$ cat config.mk
export PLATFORM = sky130hd
export DESIGN_NAME = mem_req_unit_flat
export DESIGN_NICKNAME = d
export VERILOG_FILES = /design/src/rtl/mem_req_if.sv /design/src/rtl/mem_req_unit.sv /design/src/flat_wrapper.sv
export SDC_FILE = /design/constraint.sdc
export NUM_CORES = 1
export LEC_CHECK = 0
export CORE_ASPECT_RATIO = 1.25
export CORE_UTILIZATION = 45
export CTS_CLUSTER_DIAMETER = 60
export CTS_CLUSTER_SIZE = 12
export DETAILED_ROUTE_END_ITERATION = 12
export PLACE_DENSITY = 0.81
export SETUP_SLACK_MARGIN = 0.3
export SLEW_MARGIN = 0
export SYNTH_ARGS = -nofsm -noshare
export SYNTH_HDL_FRONTEND = slang
export SYNTH_SLANG_ARGS = --single-unit
$ cat constraint.sdc
create_clock -name clk -period 2.36 [get_ports clk]
set_input_delay 0.472 -clock clk [delete_from_list [all_inputs] [get_ports clk]]
set_output_delay 0.472 -clock clk [all_outputs]
set_load 0.05 [all_outputs]
$ cat src/rtl/mem_req_if.sv
// Request/memory/response bundle of the memory request unit.
// slave is the unit's view; master is the controller-and-memory side.
interface mem_req_if;
    logic        req_valid;
    logic        req_ready;
    logic [1:0]  req_type;
    logic [2:0]  req_funct3;
    logic [31:0] req_addr;
    logic [31:0] req_wdata;
    logic        mem_read;
    logic        mem_write;
    logic [31:0] mem_address;
    logic [3:0]  mem_byte_enable;
    logic [31:0] mem_wdata;
    logic        mem_resp;
    logic [31:0] mem_rdata;
    logic        resp_valid;
    logic [31:0] resp_rdata;
    logic        err_valid;
    logic [1:0]  err_code;

    modport slave (
        input  req_valid, req_type, req_funct3, req_addr, req_wdata, mem_resp, mem_rdata,
        output req_ready, mem_read, mem_write, mem_address, mem_byte_enable, mem_wdata,
        output resp_valid, resp_rdata, err_valid, err_code
    );

    modport master (
        output req_valid, req_type, req_funct3, req_addr, req_wdata, mem_resp, mem_rdata,
        input  req_ready, mem_read, mem_write, mem_address, mem_byte_enable, mem_wdata,
        input  resp_valid, resp_rdata, err_valid, err_code
    );
endinterface

$ cat src/rtl/mem_req_unit.sv
// Single-outstanding memory request unit: classifies fetch/load/store requests,
// drives aligned word accesses with lane enables, and reports completion, errors and timeouts.
module mem_req_unit #(
    parameter int unsigned TIMEOUT_CYCLES = 256
) (
    input  logic      clk,
    input  logic      rst,
    mem_req_if.slave  bus
);

    localparam logic [1:0] IDLE = 2'd0;
    localparam logic [1:0] REQ  = 2'd1;
    localparam logic [1:0] DONE = 2'd2;
    localparam logic [1:0] ERR  = 2'd3;

    localparam logic [1:0]  TYPE_STORE   = 2'b10;
    localparam logic [15:0] TIMEOUT_LAST = 16'(TIMEOUT_CYCLES - 1);

    function automatic logic is_illegal(input logic [1:0] t, input logic [2:0] f3);
        logic ill;
        ill = 1'b0;
        case (t)
            2'b00:   ill = 1'b0;
            2'b01:   ill = (f3 == 3'b011) || (f3 == 3'b110) || (f3 == 3'b111);
            2'b10:   ill = (f3 >= 3'b011);
            default: ill = 1'b1;
        endcase
        return ill;
    endfunction

    // Fetches are always word accesses; funct3 low bits give the width of loads/stores.
    function automatic logic is_misaligned(input logic [1:0] t, input logic [1:0] w,
                                           input logic [1:0] a);
        logic mis;
        mis = 1'b0;
        case (t)
            2'b00: mis = (a != 2'b00);
            2'b01, 2'b10: begin
                case (w)
                    2'b01:   mis = a[0];
                    2'b10:   mis = (a != 2'b00);
                    default: mis = 1'b0;
                endcase
            end
            default: mis = 1'b0;
        endcase
        return mis;
    endfunction

    function automatic logic [3:0] lane_enable(input logic [1:0] t, input logic [1:0] w,
                                               input logic [1:0] a);
        logic [3:0] be;
        be = 4'b1111;
        if (t == TYPE_STORE) begin
            case (w)
                2'b00:   be = 4'b0001 << a;
                2'b01:   be = 4'b0011 << a;
                default: be = 4'b1111;
            endcase
        end else begin
            be = 4'b1111;
        end
        return be;
    endfunction

    function automatic logic [31:0] store_lanes(input logic [1:0] w, input logic [1:0] a,
                                                input logic [31:0] wd);
        logic [31:0] d;
        d = 32'h0000_0000;
        case (w)
            2'b00:   d = {24'h00_0000, wd[7:0]} << {a, 3'b000};
            2'b01:   d = {16'h0000, wd[15:0]} << {a[1], 4'b0000};
            default: d = wd;
        endcase
        return d;
    endfunction

    logic [1:0]  state_r;
    logic        req_ready_r;
    logic [1:0]  type_r;
    logic [15:0] cnt_r;
    logic        mem_read_r;
    logic        mem_write_r;
    logic [31:0] mem_address_r;
    logic [3:0]  mem_be_r;
    logic [31:0] mem_wdata_r;
    logic        resp_valid_r;
    logic [31:0] resp_rdata_r;
    logic        err_valid_r;
    logic [1:0]  err_code_r;

    logic        accept_s;
    logic        illegal_s;
    logic        misaligned_s;
    logic        timeout_s;
    logic [1:0]  state_nx_s;

    // Request classification and timeout detection.
    always_comb begin
        accept_s     = bus.req_valid && req_ready_r;
        illegal_s    = is_illegal(bus.req_type, bus.req_funct3);
        misaligned_s = is_misaligned(bus.req_type, bus.req_funct3[1:0], bus.req_addr[1:0]);
        timeout_s    = (cnt_r == TIMEOUT_LAST) && !bus.mem_resp;
    end

    // Next-state logic; a response in the last allowed cycle beats the timeout.
    always_comb begin
        state_nx_s = state_r;
        case (state_r)
            IDLE: begin
                if (accept_s) begin
                    state_nx_s = (illegal_s || misaligned_s) ? ERR : REQ;
                end else begin
                    state_nx_s = IDLE;
                end
            end
            REQ: begin
                if (bus.mem_resp) begin
                    state_nx_s = DONE;
                end else if (timeout_s) begin
                    state_nx_s = ERR;
                end else begin
                    state_nx_s = REQ;
                end
            end
            DONE:    state_nx_s = IDLE;
            ERR:     state_nx_s = IDLE;
            default: state_nx_s = IDLE;
        endcase
    end

    // State, captured request and all registered outputs.
    always_ff @(posedge clk) begin
        if (!rst) begin
            state_r       <= IDLE;
            req_ready_r   <= 1'b1;
            type_r        <= 2'b00;
            cnt_r         <= 16'h0000;
            mem_read_r    <= 1'b0;
            mem_write_r   <= 1'b0;
            mem_address_r <= 32'h0000_0000;
            mem_be_r      <= 4'b0000;
            mem_wdata_r   <= 32'h0000_0000;
            resp_valid_r  <= 1'b0;
            resp_rdata_r  <= 32'h0000_0000;
            err_valid_r   <= 1'b0;
            err_code_r    <= 2'b00;
        end else begin
            state_r      <= state_nx_s;
            req_ready_r  <= (state_nx_s == IDLE);
            resp_valid_r <= (state_nx_s == DONE);
            err_valid_r  <= (state_nx_s == ERR);
            case (state_r)
                IDLE: begin
                    if (accept_s) begin
                        type_r       <= bus.req_type;
                        cnt_r        <= 16'h0000;
                        resp_rdata_r <= 32'h0000_0000;
                        if (illegal_s) begin
                            err_code_r <= 2'b10;
                        end else if (misaligned_s) begin
                            err_code_r <= 2'b01;
                        end else begin
                            err_code_r    <= 2'b00;
                            mem_read_r    <= (bus.req_type != TYPE_STORE);
                            mem_write_r   <= (bus.req_type == TYPE_STORE);
                            mem_address_r <= {bus.req_addr[31:2], 2'b00};
                            mem_be_r      <= lane_enable(bus.req_type, bus.req_funct3[1:0],
                                                         bus.req_addr[1:0]);
                            mem_wdata_r   <= (bus.req_type == TYPE_STORE)
                                             ? store_lanes(bus.req_funct3[1:0], bus.req_addr[1:0],
                                                           bus.req_wdata)
                                             : 32'h0000_0000;
                        end
                    end
                end
                REQ: begin
                    if (bus.mem_resp) begin
                        mem_read_r   <= 1'b0;
                        mem_write_r  <= 1'b0;
                        resp_rdata_r <= (type_r == TYPE_STORE) ? 32'h0000_0000 : bus.mem_rdata;
                    end else if (timeout_s) begin
                        mem_read_r  <= 1'b0;
                        mem_write_r <= 1'b0;
                        err_code_r  <= 2'b11;
                    end else begin
                        cnt_r <= cnt_r + 16'h0001;
                    end
                end
                default: begin
                end
            endcase
        end
    end

    assign bus.req_ready       = req_ready_r;
    assign bus.mem_read        = mem_read_r;
    assign bus.mem_write       = mem_write_r;
    assign bus.mem_address     = mem_address_r;
    assign bus.mem_byte_enable = mem_be_r;
    assign bus.mem_wdata       = mem_wdata_r;
    assign bus.resp_valid      = resp_valid_r;
    assign bus.resp_rdata      = resp_rdata_r;
    assign bus.err_valid       = err_valid_r;
    assign bus.err_code        = err_code_r;

endmodule

$ cat src/flat_wrapper.sv
// flat-port wrapper written by rule: the top's interface ports become plain ports
module mem_req_unit_flat 
#(
    parameter int unsigned TIMEOUT_CYCLES = 256
)
  (clk, rst, bus_req_valid, bus_req_type, bus_req_funct3, bus_req_addr, bus_req_wdata, bus_mem_resp, bus_mem_rdata, bus_req_ready, bus_mem_read, bus_mem_write, bus_mem_address, bus_mem_byte_enable, bus_mem_wdata, bus_resp_valid, bus_resp_rdata, bus_err_valid, bus_err_code);
  mem_req_if bus_i ();
  input  logic clk;
  input  logic rst;
  input wire logic [$bits(bus_i.req_valid)-1:0] bus_req_valid;
  input wire logic [$bits(bus_i.req_type)-1:0] bus_req_type;
  input wire logic [$bits(bus_i.req_funct3)-1:0] bus_req_funct3;
  input wire logic [$bits(bus_i.req_addr)-1:0] bus_req_addr;
  input wire logic [$bits(bus_i.req_wdata)-1:0] bus_req_wdata;
  input wire logic [$bits(bus_i.mem_resp)-1:0] bus_mem_resp;
  input wire logic [$bits(bus_i.mem_rdata)-1:0] bus_mem_rdata;
  output wire logic [$bits(bus_i.req_ready)-1:0] bus_req_ready;
  output wire logic [$bits(bus_i.mem_read)-1:0] bus_mem_read;
  output wire logic [$bits(bus_i.mem_write)-1:0] bus_mem_write;
  output wire logic [$bits(bus_i.mem_address)-1:0] bus_mem_address;
  output wire logic [$bits(bus_i.mem_byte_enable)-1:0] bus_mem_byte_enable;
  output wire logic [$bits(bus_i.mem_wdata)-1:0] bus_mem_wdata;
  output wire logic [$bits(bus_i.resp_valid)-1:0] bus_resp_valid;
  output wire logic [$bits(bus_i.resp_rdata)-1:0] bus_resp_rdata;
  output wire logic [$bits(bus_i.err_valid)-1:0] bus_err_valid;
  output wire logic [$bits(bus_i.err_code)-1:0] bus_err_code;
  assign bus_i.req_valid = bus_req_valid;
  assign bus_i.req_type = bus_req_type;
  assign bus_i.req_funct3 = bus_req_funct3;
  assign bus_i.req_addr = bus_req_addr;
  assign bus_i.req_wdata = bus_req_wdata;
  assign bus_i.mem_resp = bus_mem_resp;
  assign bus_i.mem_rdata = bus_mem_rdata;
  assign bus_req_ready = bus_i.req_ready;
  assign bus_mem_read = bus_i.mem_read;
  assign bus_mem_write = bus_i.mem_write;
  assign bus_mem_address = bus_i.mem_address;
  assign bus_mem_byte_enable = bus_i.mem_byte_enable;
  assign bus_mem_wdata = bus_i.mem_wdata;
  assign bus_resp_valid = bus_i.resp_valid;
  assign bus_resp_rdata = bus_i.resp_rdata;
  assign bus_err_valid = bus_i.err_valid;
  assign bus_err_code = bus_i.err_code;
  mem_req_unit #(.TIMEOUT_CYCLES(TIMEOUT_CYCLES)) u_core (.clk(clk), .rst(rst), .bus(bus_i));
endmodule
; Word level (Yosys, flattened, before mapping)
; Index checks and enable logic that the tools add are counted.
[classes]
n_addsub = 1
magnitude_cmp = 1
n_eq_ne = 23
shifts = 4
n_mux = 36
bitwise = 2
reduce_logical = 20
[ops]
columns = op, n
row1 = 2-to-1 mux 32 bit, 4
row2 = one-hot mux 32 bit (2 select lines), 2
row3 = 2-to-1 mux 16 bit, 3
row4 = one-hot mux 16 bit (2 select lines), 1
row5 = left shift 16 x 5 -> 32 bit, 1
row6 = left shift 8 x 5 -> 32 bit, 1
row7 = adder 16 x 1 -> 16 bit (second input constant), 1
row8 = == test 16 x 8 -> 1 bit (second input constant), 1
row9 = 2-to-1 mux 2 bit, 8
row10 = == test 2 bit (second input constant), 7
row11 = != test 2 bit (second input constant), 6
row12 = AND reduction 4 bit, 3
row13 = 2-to-1 mux 1 bit, 9
row14 = zero test 2 bit, 4
row15 = one-hot mux 1 bit (2 select lines), 4
row16 = one-hot mux 4 bit (2 select lines), 1
row17 = == test 2 x 1 -> 1 bit (second input constant), 3
row18 = == test 3 bit (second input constant), 2
row19 = one-hot mux 2 bit (3 select lines), 1
row20 = AND reduction 5 bit, 1
row21 = 2-to-1 mux 4 bit, 1
row22 = != test 2 x 1 -> 1 bit (second input constant), 2
row23 = one-hot mux 2 bit (2 select lines), 1
row24 = nonzero test 2 bit, 2
row25 = other kinds (13), 18
[word_totals]
register_bits = 125

; Logic depth before layout (Yosys ltp)
[depth]
word_depth = 9
mapped_depth = 9

; Least setup slack after synthesis
; No wires, ideal clock.
[synth_timing]
path_type = input to register
startpoint = input port bus_req_funct3[1]
endpoint = register u_core.mem_be_r[0] (netlist: u_core.bus.mem_byte_enable[0])
arrival_time_ns = 1.969
t_required_ns = 2.242
slack_ns = 0.273
path_stages = 9
path_buffers = 2
path_cell_list = inv_1 ha_1 o211a_1 o22a_1 or3_1 buf_4 buf_6 nor2_2 nor3b_2
[synth_between]
elab_chain_len = 6
[synth_lines]
columns = element, line_no
row1 = start: declaration, flat_wrapper.sv:12  ; input wire logic [$bits(bus_i.req_funct3)-1:0] bus_req_funct3;
row2 = "parallel branches: the longest is 6 deep, another holds greater-or-equal comparator 3 x 2 -> 1 bit", --
row3 = end signal: assignment, mem_req_unit.sv:168  ; mem_be_r <= lane_enable(bus.req_type, bus.req_funct3[1:0],
row4 = end: declaration, mem_req_unit.sv:85  ; logic [3:0] mem_be_r;
; Parallel ways; which one is timed is not known.
; A chain may end at the register's enable or synchronous reset.

; Worst setup path after layout
[layout_timing]
startpoint = register u_core.mem_wdata_r[13] (netlist: u_core.bus.mem_wdata[13])
endpoint = output port bus_mem_wdata[13]
[layout_lines]
columns = element, line_no
row1 = start: declaration, mem_req_unit.sv:86  ; logic [31:0] mem_wdata_r;
row2 = start signal: assignment, mem_req_unit.sv:170  ; mem_wdata_r <= (bus.req_type == TYPE_STORE)
row3 = end: declaration, flat_wrapper.sv:22  ; output wire logic [$bits(bus_i.mem_wdata)-1:0] bus_mem_wdata;
; No word-level cell between the ends.

==> summary.md <==
| Metric | Value |
|---|---|
| Fmax | `0.491 GHz` |
| Peak supply drop | `~470 uV` |
| TritonCTS clock tree | `built` |
| Flops & latches, synth | `~130` |
| CP bufs+invs | `1` |
| Clk root buf | `clkbuf_16` |
| P_leak | `0.00381 uW` |
| Hold Fails Final Rpt | `0` |
| Slew @ Worst Pin | `0.580 ns` |
| Critical Path Start | `u_core.bus.mem_wdata[13]` |
| Max-slew violation count | `0` |
| Post-placement setup slack | `-0.391 ns` |
| NetSw | `1720 uW` |
| Remaining DRCs | `0` |
| Sequential share of power | `36.6%` |
| HP Class | `reg -> reg` |
| Hold buffers post-CTS | `0` |
| RD Place Congestion | `0.888` |
| Drt initial violations | `339` |
| CP Max Fanout | `2` |
| CP Class | `reg -> out` |
| Post-synthesis sequential area ratio | `44.0%` |
| Sw frac | `28.1%` |
| Yosys cell types | `54` |
| Final core utilization | `72.6%` |
| IO Port Bufs | `209` |
| Clock Skew | `0.00782 ns` |
| Largest area contributor in the netlist | `dfxtp_1` |
| Post-Route WL | `17.9 mm` |
| Number of cells on the critical path | `1` |
| Grt ovf | `0` |
| Max-Cap Viols | `0` |
| CTS H-tree depth | `4` |
| Internal Power | `4400 uW` |
| Post-route insts no fill | `1,056` |
| Num ports | `between 200 and 250` |
| Via-to-Cell Ratio | `roughly 5.4` |
| Netlist Area Pre-Place | `5680 um^2` |
| Layout area overhead | `56.0%` |
| Worst skew pair latency | `between 0.4 and 0.5 ns` |
| Post-synth EDFFs | `0` |
| Min Clock Period, post-route | `2.04 ns` |
| Initial antenna violation count | `0` |
| Total CTS buffers | `17` |
| R2R cell count | `6` |
| Top-count cell post-synth | `nand2_1` |
| Post-synth top cells | `137 x nand2_1, 125 x dfxtp_1, 66 x nand3_1` |
| Antenna diode count | `0` |
| Share of cells above drive strength 1 | `12.2%` |
| Initial core utilization | `46.5%` |
| Top-area cell type share of the netlist area | `~44%` |
| Die Height | `128 um` |
| R2r endpoint | `u_core.cnt_r[0]` |
| Slowest-stage cell, CP | `clkdlybuf4s50_1` |
| Largest cells by area after synthesis | `dfxtp_1 44%, nand2_1 9.0%, a21boi_0 6.7%, a21boi_1 6.3%, nand3_1 5.8%` |
| Most used DFF post-synth | `dfxtp_1` |
| Status | `finished, final reports clean` |
| Routed WL per cell | `17.0 um` |
| Clk sink count | `roughly 130` |
| CP arrival | `roughly 1.6 ns` |
| Final worst slack | `0.324 ns` |
| CP endpoint kind | `output pin` |
| DP Wirelength | `12.2 mm` |
| Total power draw | `6120 uW` |
| Slowest Stage Delay on Critical Path | `~0.8 ns` |
| Crit start category | `flop` |
| Dpl cells | `about 1,000` |
| Min-delay src | `u_core.bus.mem_address[25]` |
| DRT antenna net count | `0` |
| PwrDens | `690 nW/um^2` |
| Mean post-synth cell area | `8.69 um^2` |
| DR pass1 iterations | `5` |
| RSZ-0062 raised after global routing | `no` |
| Cell family with most CP delay | `buffers and inverters` |
| Clock-pin slew on the worst setup and hold paths | `0.06 ns` |
| Synth Warn # | `0` |
| Comb power frac | `21.1%` |
| Row count | `between 40 and 50` |
| Setup TNS | `0 ns` |
| CP required | `1.89 ns` |
| Final setup vio count | `0` |
| Reg-to-reg slack, setup | `roughly 0.45 ns` |
| Die area | `13,100 um^2` |
| Vias | `5,727` |
| Pin count of the biggest net entering global routing | `70` |
| Total GRT Usage | `27.5%` |
| Max Root-Sink Buffers | `2` |
| Post-Syn Instances | `654` |
| Slew Limit Headroom | `61.3%` |
| Crit path capture | `bus_mem_wdata[13]` |
| Cell Chain, Critical Path | `clkdlybuf4s50_1` |
| Die X | `roughly 100 um` |
| Core area | `12,200 um^2` |
| First-pass GRT wire length | `28.0 mm` |
| NumNets Final | `994` |
| Asr flop ratio synth | `0%` |
| Vias in the first global route | `5,713` |
| RR Startpoint | `u_core.cnt_r[12]` |
| Period utilization | `86.3%` |
| Clock share of power | `42.2%` |
[per-layer routing]
metal	track usage [%]	vias up	wire length, um
li1	-	2740	-
met1	29.8	2715	6850
met2	49.2	218	9220
met3	6.18	54	1150
met4	14.2	0	715
met5	0	-	0
[power groups by stage]
stage | clock (uW) | sequential (uW) | combinational (uW)
after floorplan | 0 | 2540 | 464
final | 2580 | 2240 | 1290
after CTS | 2610 | 2240 | 1270
after global placement | 0 | 2280 | 1210
after global routing | 2700 | 2250 | 1370
after detailed placement | 0 | 2290 | 1230
[stage by stage]
| step | instance area, um^2 | hold slack [ns] |
|---|---|---|
| floorplan | 5700 | 0.443 |
| global placement | 8080 | 0.439 |
| detailed placement | 8080 | 0.445 |
| CTS | 8750 | 0.453 |
| global route | 8870 | 0.468 |
| finish | 8870 | 0.452 |
[worst register-to-register path, delay by kind of cell, from the launching register on]
kind	cells	cell delay (ns)
flip-flops	1	0.36
buffers and inverters	1	0.17
AO/OA/AOI/OAI	2	0.50
AND/OR/NAND/NOR	3	0.76
[cell usage in the layout (no fill, tap or decap), types with 7 or more instances in the layout]
cell / instances
clkdlybuf4s50_1: 156
nand2_1: 137
dfxtp_1: 125
nand3_1: 65
a21boi_0: 51
a21boi_1: 47
buf_4: 33
dlymetal6s2s_1: 30
nor2_1: 20
dlygate4sd2_1: 18
clkbuf_16: 17
a22o_1: 15
o21ai_0: 9
xor2_1: 9
a22oi_1: 8
a21oi_1: 8
inv_1: 7
a32o_1: 7
nand3b_1: 7
o211ai_1: 7
nand4_1: 7
[cell families (layout without fill, tap and decap cells)]
kind of cell               Yosys count  in the layout  share of synthesized area [%]
and+or+nand+nor                    273            273                           23.1
AOI/OAI and AO/OA                  176            176                           23.4
xor gates and xnor gates             9              9                           1.39
DFF                                125            125                           44.0
buffers and inverters               61            298                           6.01
other                                1              2                         0.0660
adders and majority gates            9              9                           1.98
[flip-flops by register name, indices dropped and copies added, names as in the netlist, 2 cells and up]
name / cells
u_core.bus.err_code: 2
u_core.bus.mem_address: 30
u_core.bus.mem_wdata: 32
u_core.bus.mem_byte_enable: 4
u_core.type_r: 2
u_core.bus.resp_rdata: 32
u_core.state_r: 2
u_core.cnt_r: 16
[final cells by class]
cell class	instances	area, um^2
clock buffers	21	480
repair buffers	257	2640
multi-input cells	469	2890
inverters	10	37.5
clock inverters	10	114
flip-flops and latches	125	2500
well taps	164	205
fillers	900	3350
[worst min path at each step]
| stage | end | cells past startpoint | slack [ns] |
|---|---|---|---|
| after floorplan | u_core.type_r[0] | 2 | 0.44 |
| final | u_core.bus.mem_address[25] | 2 | 0.45 |
| after CTS | u_core.bus.mem_address[25] | 2 | 0.45 |
| after detailed placement | u_core.bus.mem_wdata[23] | 2 | 0.45 |
| after global placement | u_core.bus.mem_address[25] | 2 | 0.44 |
| after global routing | u_core.bus.mem_address[25] | 2 | 0.47 |
[what timing repair did]
| item | in CTS | in global routing |
|---|---|---|
| setup buffers | 2 | 2 |
| pin swaps | 5 | 7 |
| gates cloned | 2 | 0 |
| gates resized for setup | 30 | 49 |
| setup endpoints to repair | 86 | 98 |
(Power assumes the default switching activity.)
